**config.mk**
```make
export PLATFORM = sky130hd
export DESIGN_NAME = branch_predict_unit
export DESIGN_NICKNAME = d
export VERILOG_FILES = /design/src/rtl/branch_predict_unit.sv
export SDC_FILE = /design/constraint.sdc
export NUM_CORES = 1
export LEC_CHECK = 0
export ABC_AREA = 1
export CORE_ASPECT_RATIO = 1.2
export CORE_MARGIN = 2
export CORE_UTILIZATION = 30
export DETAILED_ROUTE_END_ITERATION = 10
export PLACE_DENSITY = 0.51
export SYNTH_ARGS = -nofsm -noshare
export SYNTH_HDL_FRONTEND = slang
export SYNTH_SLANG_ARGS = --single-unit
```
**constraint.sdc**
```tcl
create_clock -name clk -period 2.2 [get_ports clk]
set_input_delay 0.44 -clock clk [delete_from_list [all_inputs] [get_ports clk]]
set_output_delay 0.44 -clock clk [all_outputs]
set_load 0.02 [all_outputs]
```
**src/rtl/branch_predict_unit.sv**
```systemverilog
// Branch resolution against NZV flags plus a PC-indexed table of saturating direction counters.
// Define BRANCH_STATS_EN to add saturating resolved-branch and misprediction counters.
module branch_predict_unit #(
    parameter int unsigned PC_W      = 16,
    parameter int unsigned BHT_DEPTH = 16,
    parameter int unsigned CTR_W     = 2
) (
    input  logic            clk,
    input  logic            rst_n,
    input  logic [PC_W-1:0] if_pc,
    output logic            if_pred_taken,
    input  logic            ex_valid,
    input  logic [15:0]     ex_instr,
    input  logic [2:0]      ex_flags,
    input  logic [PC_W-1:0] ex_pc,
    input  logic            ex_pred_taken,
    output logic            br_valid,
    output logic            br_taken,
    output logic            br_mispredict
`ifdef BRANCH_STATS_EN
    ,
    output logic [15:0]     stat_branches,
    output logic [15:0]     stat_mispredicts
`endif
);

    localparam int unsigned IDX_W = $clog2(BHT_DEPTH);
    localparam logic [CTR_W-1:0] CTR_MAX  = '1;
    localparam logic [CTR_W-1:0] CTR_INIT = CTR_W'((32'd1 << (CTR_W - 1)) - 32'd1);

    logic [CTR_W-1:0] bht_q [BHT_DEPTH];
    logic [CTR_W-1:0] bht_d [BHT_DEPTH];

    logic             br_valid_q, br_valid_d;
    logic             br_taken_q, br_taken_d;
    logic             br_mispredict_q, br_mispredict_d;

    logic [IDX_W-1:0] rd_idx_c;
    logic [IDX_W-1:0] wr_idx_c;
    logic             is_br_c;
    logic             cond_met_c;
    logic [CTR_W-1:0] wr_ctr_c;
    logic             flag_n, flag_z, flag_v;

    // Halfword-aligned PCs: bit 0 never contributes to the index.
    logic unused_bits;
    assign unused_bits = ^{if_pc, ex_pc, ex_instr};

    // Fetch lookup reads the registered table, so a same-cycle update is not bypassed.
    always_comb begin
        rd_idx_c      = if_pc[IDX_W:1];
        if_pred_taken = bht_q[rd_idx_c][CTR_W-1];
    end

    // Branch detect and condition-code evaluation.
    always_comb begin
        flag_n     = ex_flags[2];
        flag_z     = ex_flags[1];
        flag_v     = ex_flags[0];
        is_br_c    = ex_valid && (ex_instr[15:13] == 3'b110);
        cond_met_c = 1'b0;
        case (ex_instr[11:9])
            3'b000: cond_met_c = ~flag_z;
            3'b001: cond_met_c = flag_z;
            3'b010: cond_met_c = ~flag_z & ~flag_n;
            3'b011: cond_met_c = flag_n;
            3'b100: cond_met_c = flag_z | (~flag_z & ~flag_n);
            3'b101: cond_met_c = flag_n | flag_z;
            3'b110: cond_met_c = flag_v;
            3'b111: cond_met_c = 1'b1;
        endcase
    end

    // Saturating counter update for the resolving entry.
    always_comb begin
        bht_d    = bht_q;
        wr_idx_c = ex_pc[IDX_W:1];
        wr_ctr_c = bht_q[wr_idx_c];
        if (is_br_c) begin
            if (cond_met_c) begin
                if (wr_ctr_c != CTR_MAX) begin
                    wr_ctr_c = wr_ctr_c + CTR_W'(1);
                end
            end else if (wr_ctr_c != '0) begin
                wr_ctr_c = wr_ctr_c - CTR_W'(1);
            end
            bht_d[wr_idx_c] = wr_ctr_c;
        end
    end

    // Resolution report, one cycle behind the execute-stage sample.
    always_comb begin
        br_valid_d      = is_br_c;
        br_taken_d      = is_br_c & cond_met_c;
        br_mispredict_d = is_br_c & (cond_met_c ^ ex_pred_taken);
    end

    always_ff @(posedge clk or negedge rst_n) begin
        if (!rst_n) begin
            for (int i = 0; i < int'(BHT_DEPTH); i++) begin
                bht_q[i] <= CTR_INIT;
            end
            br_valid_q      <= 1'b0;
            br_taken_q      <= 1'b0;
            br_mispredict_q <= 1'b0;
        end else begin
            bht_q           <= bht_d;
            br_valid_q      <= br_valid_d;
            br_taken_q      <= br_taken_d;
            br_mispredict_q <= br_mispredict_d;
        end
    end

    assign br_valid      = br_valid_q;
    assign br_taken      = br_taken_q;
    assign br_mispredict = br_mispredict_q;

`ifdef BRANCH_STATS_EN
    logic [15:0] stat_br_q, stat_br_d;
    logic [15:0] stat_misp_q, stat_misp_d;

    // Counters stick at all-ones rather than wrapping.
    always_comb begin
        stat_br_d   = stat_br_q;
        stat_misp_d = stat_misp_q;
        if (is_br_c) begin
            if (stat_br_q != 16'hFFFF) begin
                stat_br_d = stat_br_q + 16'd1;
            end
            if ((cond_met_c != ex_pred_taken) && (stat_misp_q != 16'hFFFF)) begin
                stat_misp_d = stat_misp_q + 16'd1;
            end
        end
    end

    always_ff @(posedge clk or negedge rst_n) begin
        if (!rst_n) begin
            stat_br_q   <= 16'd0;
            stat_misp_q <= 16'd0;
        end else begin
            stat_br_q   <= stat_br_d;
            stat_misp_q <= stat_misp_d;
        end
    end

    assign stat_branches    = stat_br_q;
    assign stat_mispredicts = stat_misp_q;
`endif

endmodule

```
==> reports/metrics.cfg <==
[critical_path]
crit_arrival_ps = 1620
worstSetupStartpointType = input pin
critical_path.n_buffers_inverters = 3
crit_family = buffers and inverters
cell_mode_on_critical_path = sky130_fd_sc_hd__o211ai_1
path_class = input pin to output pin
timing.critical_path.fanout_max = 6
worst-endpoint-required_ps = 1760
max_stage_delay_on_crit_path_ps = 280
slowest_stage = sky130_fd_sc_hd__dlygate4sd2_1
crit_path_end_kind = output pin
critical_path.cell_chain = dlygate4sd2_1, bufbuf_16, a21oi_1, o21ai_0, o211ai_1, o211ai_1, nand2_1, buf_2

[cts]
cts.sink_count = 35
clockRootBuffer = sky130_fd_sc_hd__clkbuf_8
cts.htree.levels = 2
cts-buffers-inserted = 5
cts-root-to-sink-buffers = 2
worstSkewPairLatency_ps = 290
clkSlewWorstSetupHoldPaths_ps = 70
cts_tree = done

[sta]
report.final.setup_viol = 0
layout_min_cycle_time_ps = 2060
grt_setup_unrepaired = no
timing.setup.tns_ps = 0
final_skew_ps = 7.29
max_slew_margin_pct = 69.9
number_of_failing_hold_endpoints_at_the_final_stage = 0
final_max_slew_viol_count = 0
finalCritPeriodShare_pct = 93.7
tightest_slew_ps = 452
timing.hold.ws_ps = 471
peak_clock_frequency_supported_by_timing_ghz = 0.485

[global_routing]
grt_first_pass_wirelength_um = 9600
grt_use_total_pct = 15.9
grt_max_degree = 36
antenna_found_initial = 0
grt_remaining_overflow = 0
first_global_vias = 1996

[logic_synthesis]
synth.yosys.seq_area_share_pct = 41.3
yosysWarnings = 0
synth.lib_cells_used.distinct = 25
synth_fp_nets = 378
synthesis.area_per_instance_um2 = 6.71
synthesis.instances = 323
netlist_area_mm2 = 0.00217
ys_ff_latch = 35

[pwr]
max-vdd-ir-drop_uv = 211
pwr-share-comb_pct = 17.7
swShare_pct = 26.9
total_power_of_the_final_layout_mw = 1.45
p_leak_nw = 1.38
pwr-share-clk_pct = 33.3
cell_internal_pwr_mw = 1.06
power_density_mw_per_mm2 = 532
p_seq_share_pct = 49.0
power.net_switching_mw = 0.392

[placement]
io_buffers = 24
globalplace.congestion = 0.845
dpl.hpwl_um = 4090
dp.cells = 444

[final_layout]
fin_nets = 420
areaGrowthSynthToFinish_pct = 26.1
finalCoreUtilization_pct = 39.4
final_layout_size_suffix_gt1_share_pct = 15.6
layout.cells.most_common_list = sky130_fd_sc_hd__nand2_1, sky130_fd_sc_hd__inv_1, sky130_fd_sc_hd__nor2_1, sky130_fd_sc_hd__nand3_1, sky130_fd_sc_hd__clkdlybuf4s50_1
antennaDiodeCount = 0
layout.cells.most_common = sky130_fd_sc_hd__nand2_1
layoutNonFillerInstCount = 453

[routing]
num_vias = 2042
detail_route.drc_violations = 0
antenna_violating_nets_left = 0
wl_per_cell_um = 12.4
firstDrtPassIters = 4
drt-total-wl_um = 5610
detail_route.iter0.violations = 96
route.detailed.vias_per_inst = 4.51

[run_status]
run_status = completed

[floorplanning]
floorplan.die.width_um = 81.6
core.rowCount = 33
die_area_mm2 = 0.00793
die_height_um = 97.1
core_area_mm2 = 0.00694
floorplan.initialDensity_pct = 31.3
io_pins = 59

[run]
max_cap_viol_count = 0

[worst_hold_path]
min-delay-path-class = register to register

-- per-layer routing --
metal | part of all wire, % | track usage, % | wire, um | vias to the layer above
li1 | - | - | - | 1066
met5 | 0 | 0 | 0 | -
met2 | 49 | 27.6 | 2770 | 47
met3 | 4.4 | 2.60 | 245 | 6
met1 | 45 | 20.0 | 2510 | 923
met4 | 1.5 | 4.62 | 82 | 0
-- per-stage QoR --
step	cell area, um2	setup WS, ps
after global placement	2610	-445
after CTS	2730	129
after floorplan	2170	492
after global routing	2740	31.7
final	2740	139
after detailed placement	2610	-453
-- registers in the layout, summed over array words and instances (netlist names) --
name	cells
bht_q	32
br_mispredict	1
br_taken	1
br_valid	1
-- cells by family (layout without fill, tap and decap cells) --
logic type	after synthesis	in the layout	share of synthesized area [%]
AND/OR/NAND/NOR	218	218	41.5
buffers and inverters	46	89	9.75
flip-flops	35	35	41.3
AO/OA/AOI/OAI	20	20	5.60
multiplexers	4	4	1.85
-- worst paths after layout --
kind | from | end | slack, ps | cells past startpoint
max | if_pc[1] | if_pred_taken | 140 | 8
min | bht_q[28] | bht_q[28] | 470 | 2
max reg2reg | bht_q[9] | bht_q[15] | 710 | 12
min reg2reg | bht_q[28] | bht_q[28] | 470 | 2
max in group asynchronous | rst_n | bht_q[0] | 1280 | 2
min in group asynchronous | rst_n | bht_q[17] | 560 | 2
-- Yosys cell counts --
master                     count  area share [%]
sky130_fd_sc_hd__nand2_4       3             1.6
sky130_fd_sc_hd__o211ai_1      4             1.4
sky130_fd_sc_hd__buf_6         4             2.1
sky130_fd_sc_hd__o21ai_4       1            0.75
sky130_fd_sc_hd__inv_4         1            0.29
sky130_fd_sc_hd__dfstp_2      16              19
sky130_fd_sc_hd__nand2_1     160              28
sky130_fd_sc_hd__nor3_2        1            0.46
sky130_fd_sc_hd__nor3_1        1            0.23
sky130_fd_sc_hd__nor2_1       23             4.0
sky130_fd_sc_hd__inv_2         1            0.17
sky130_fd_sc_hd__inv_1        36             6.2
sky130_fd_sc_hd__o21ai_1       2            0.46
sky130_fd_sc_hd__o21ai_0       8             1.8
sky130_fd_sc_hd__nand2_2       4             1.2
sky130_fd_sc_hd__nor2_4        1            0.52
sky130_fd_sc_hd__mux2i_1       4             1.8
sky130_fd_sc_hd__buf_1         1            0.17
sky130_fd_sc_hd__buf_4         1            0.35
sky130_fd_sc_hd__a21oi_1       5             1.2
sky130_fd_sc_hd__buf_2         2            0.46
sky130_fd_sc_hd__dfrtp_1      19              22
sky130_fd_sc_hd__nand3_1      23             5.3
sky130_fd_sc_hd__nand4_1       1            0.29
sky130_fd_sc_hd__nor2_2        1            0.29
-- worst register-to-register path, cell delays in order, from the launching register on --
cell and delay (ps):
sky130_fd_sc_hd__dfrtp_1 430, sky130_fd_sc_hd__nand2_1 90, sky130_fd_sc_hd__nand2_1 50, sky130_fd_sc_hd__nand2_1 50, sky130_fd_sc_hd__nand2_1 50, sky130_fd_sc_hd__nand2_1 90
sky130_fd_sc_hd__nand2_4 80, sky130_fd_sc_hd__nor2_4 120, sky130_fd_sc_hd__nand2_4 70, sky130_fd_sc_hd__nand2_2 70, sky130_fd_sc_hd__nand2_4 140, sky130_fd_sc_hd__nand2_1 100
sky130_fd_sc_hd__nand2_1 50
-- final cells by class --
type                    instances  area [um2]
clock buffers                   7        86.3
clock inverters                 1        5.00
fillers                       764        4200
inverters                      38         145
multi-input cells             242        1060
flip-flops and latches         35         896
well taps                      87         109
repair buffers                 43         429
-- repair_timing --
item                                    CTS  global route
buffers inserted                          0             0
resized for setup                         6             1
gates cloned                              1             0
endpoints found under the setup margin    1             1
hold buffers                              0             0
-- power groups by stage --
stage | Combinational (mW) | Clock, mW | Sequential, mW
global placement | 0.255 | 0 | 0.724
global route | 0.291 | 0.529 | 0.718
CTS | 0.262 | 0.506 | 0.713
floorplan | 0.132 | 0 | 0.718
detailed placement | 0.255 | 0 | 0.724
finish | 0.258 | 0.484 | 0.713
(Power assumes the default switching activity.)
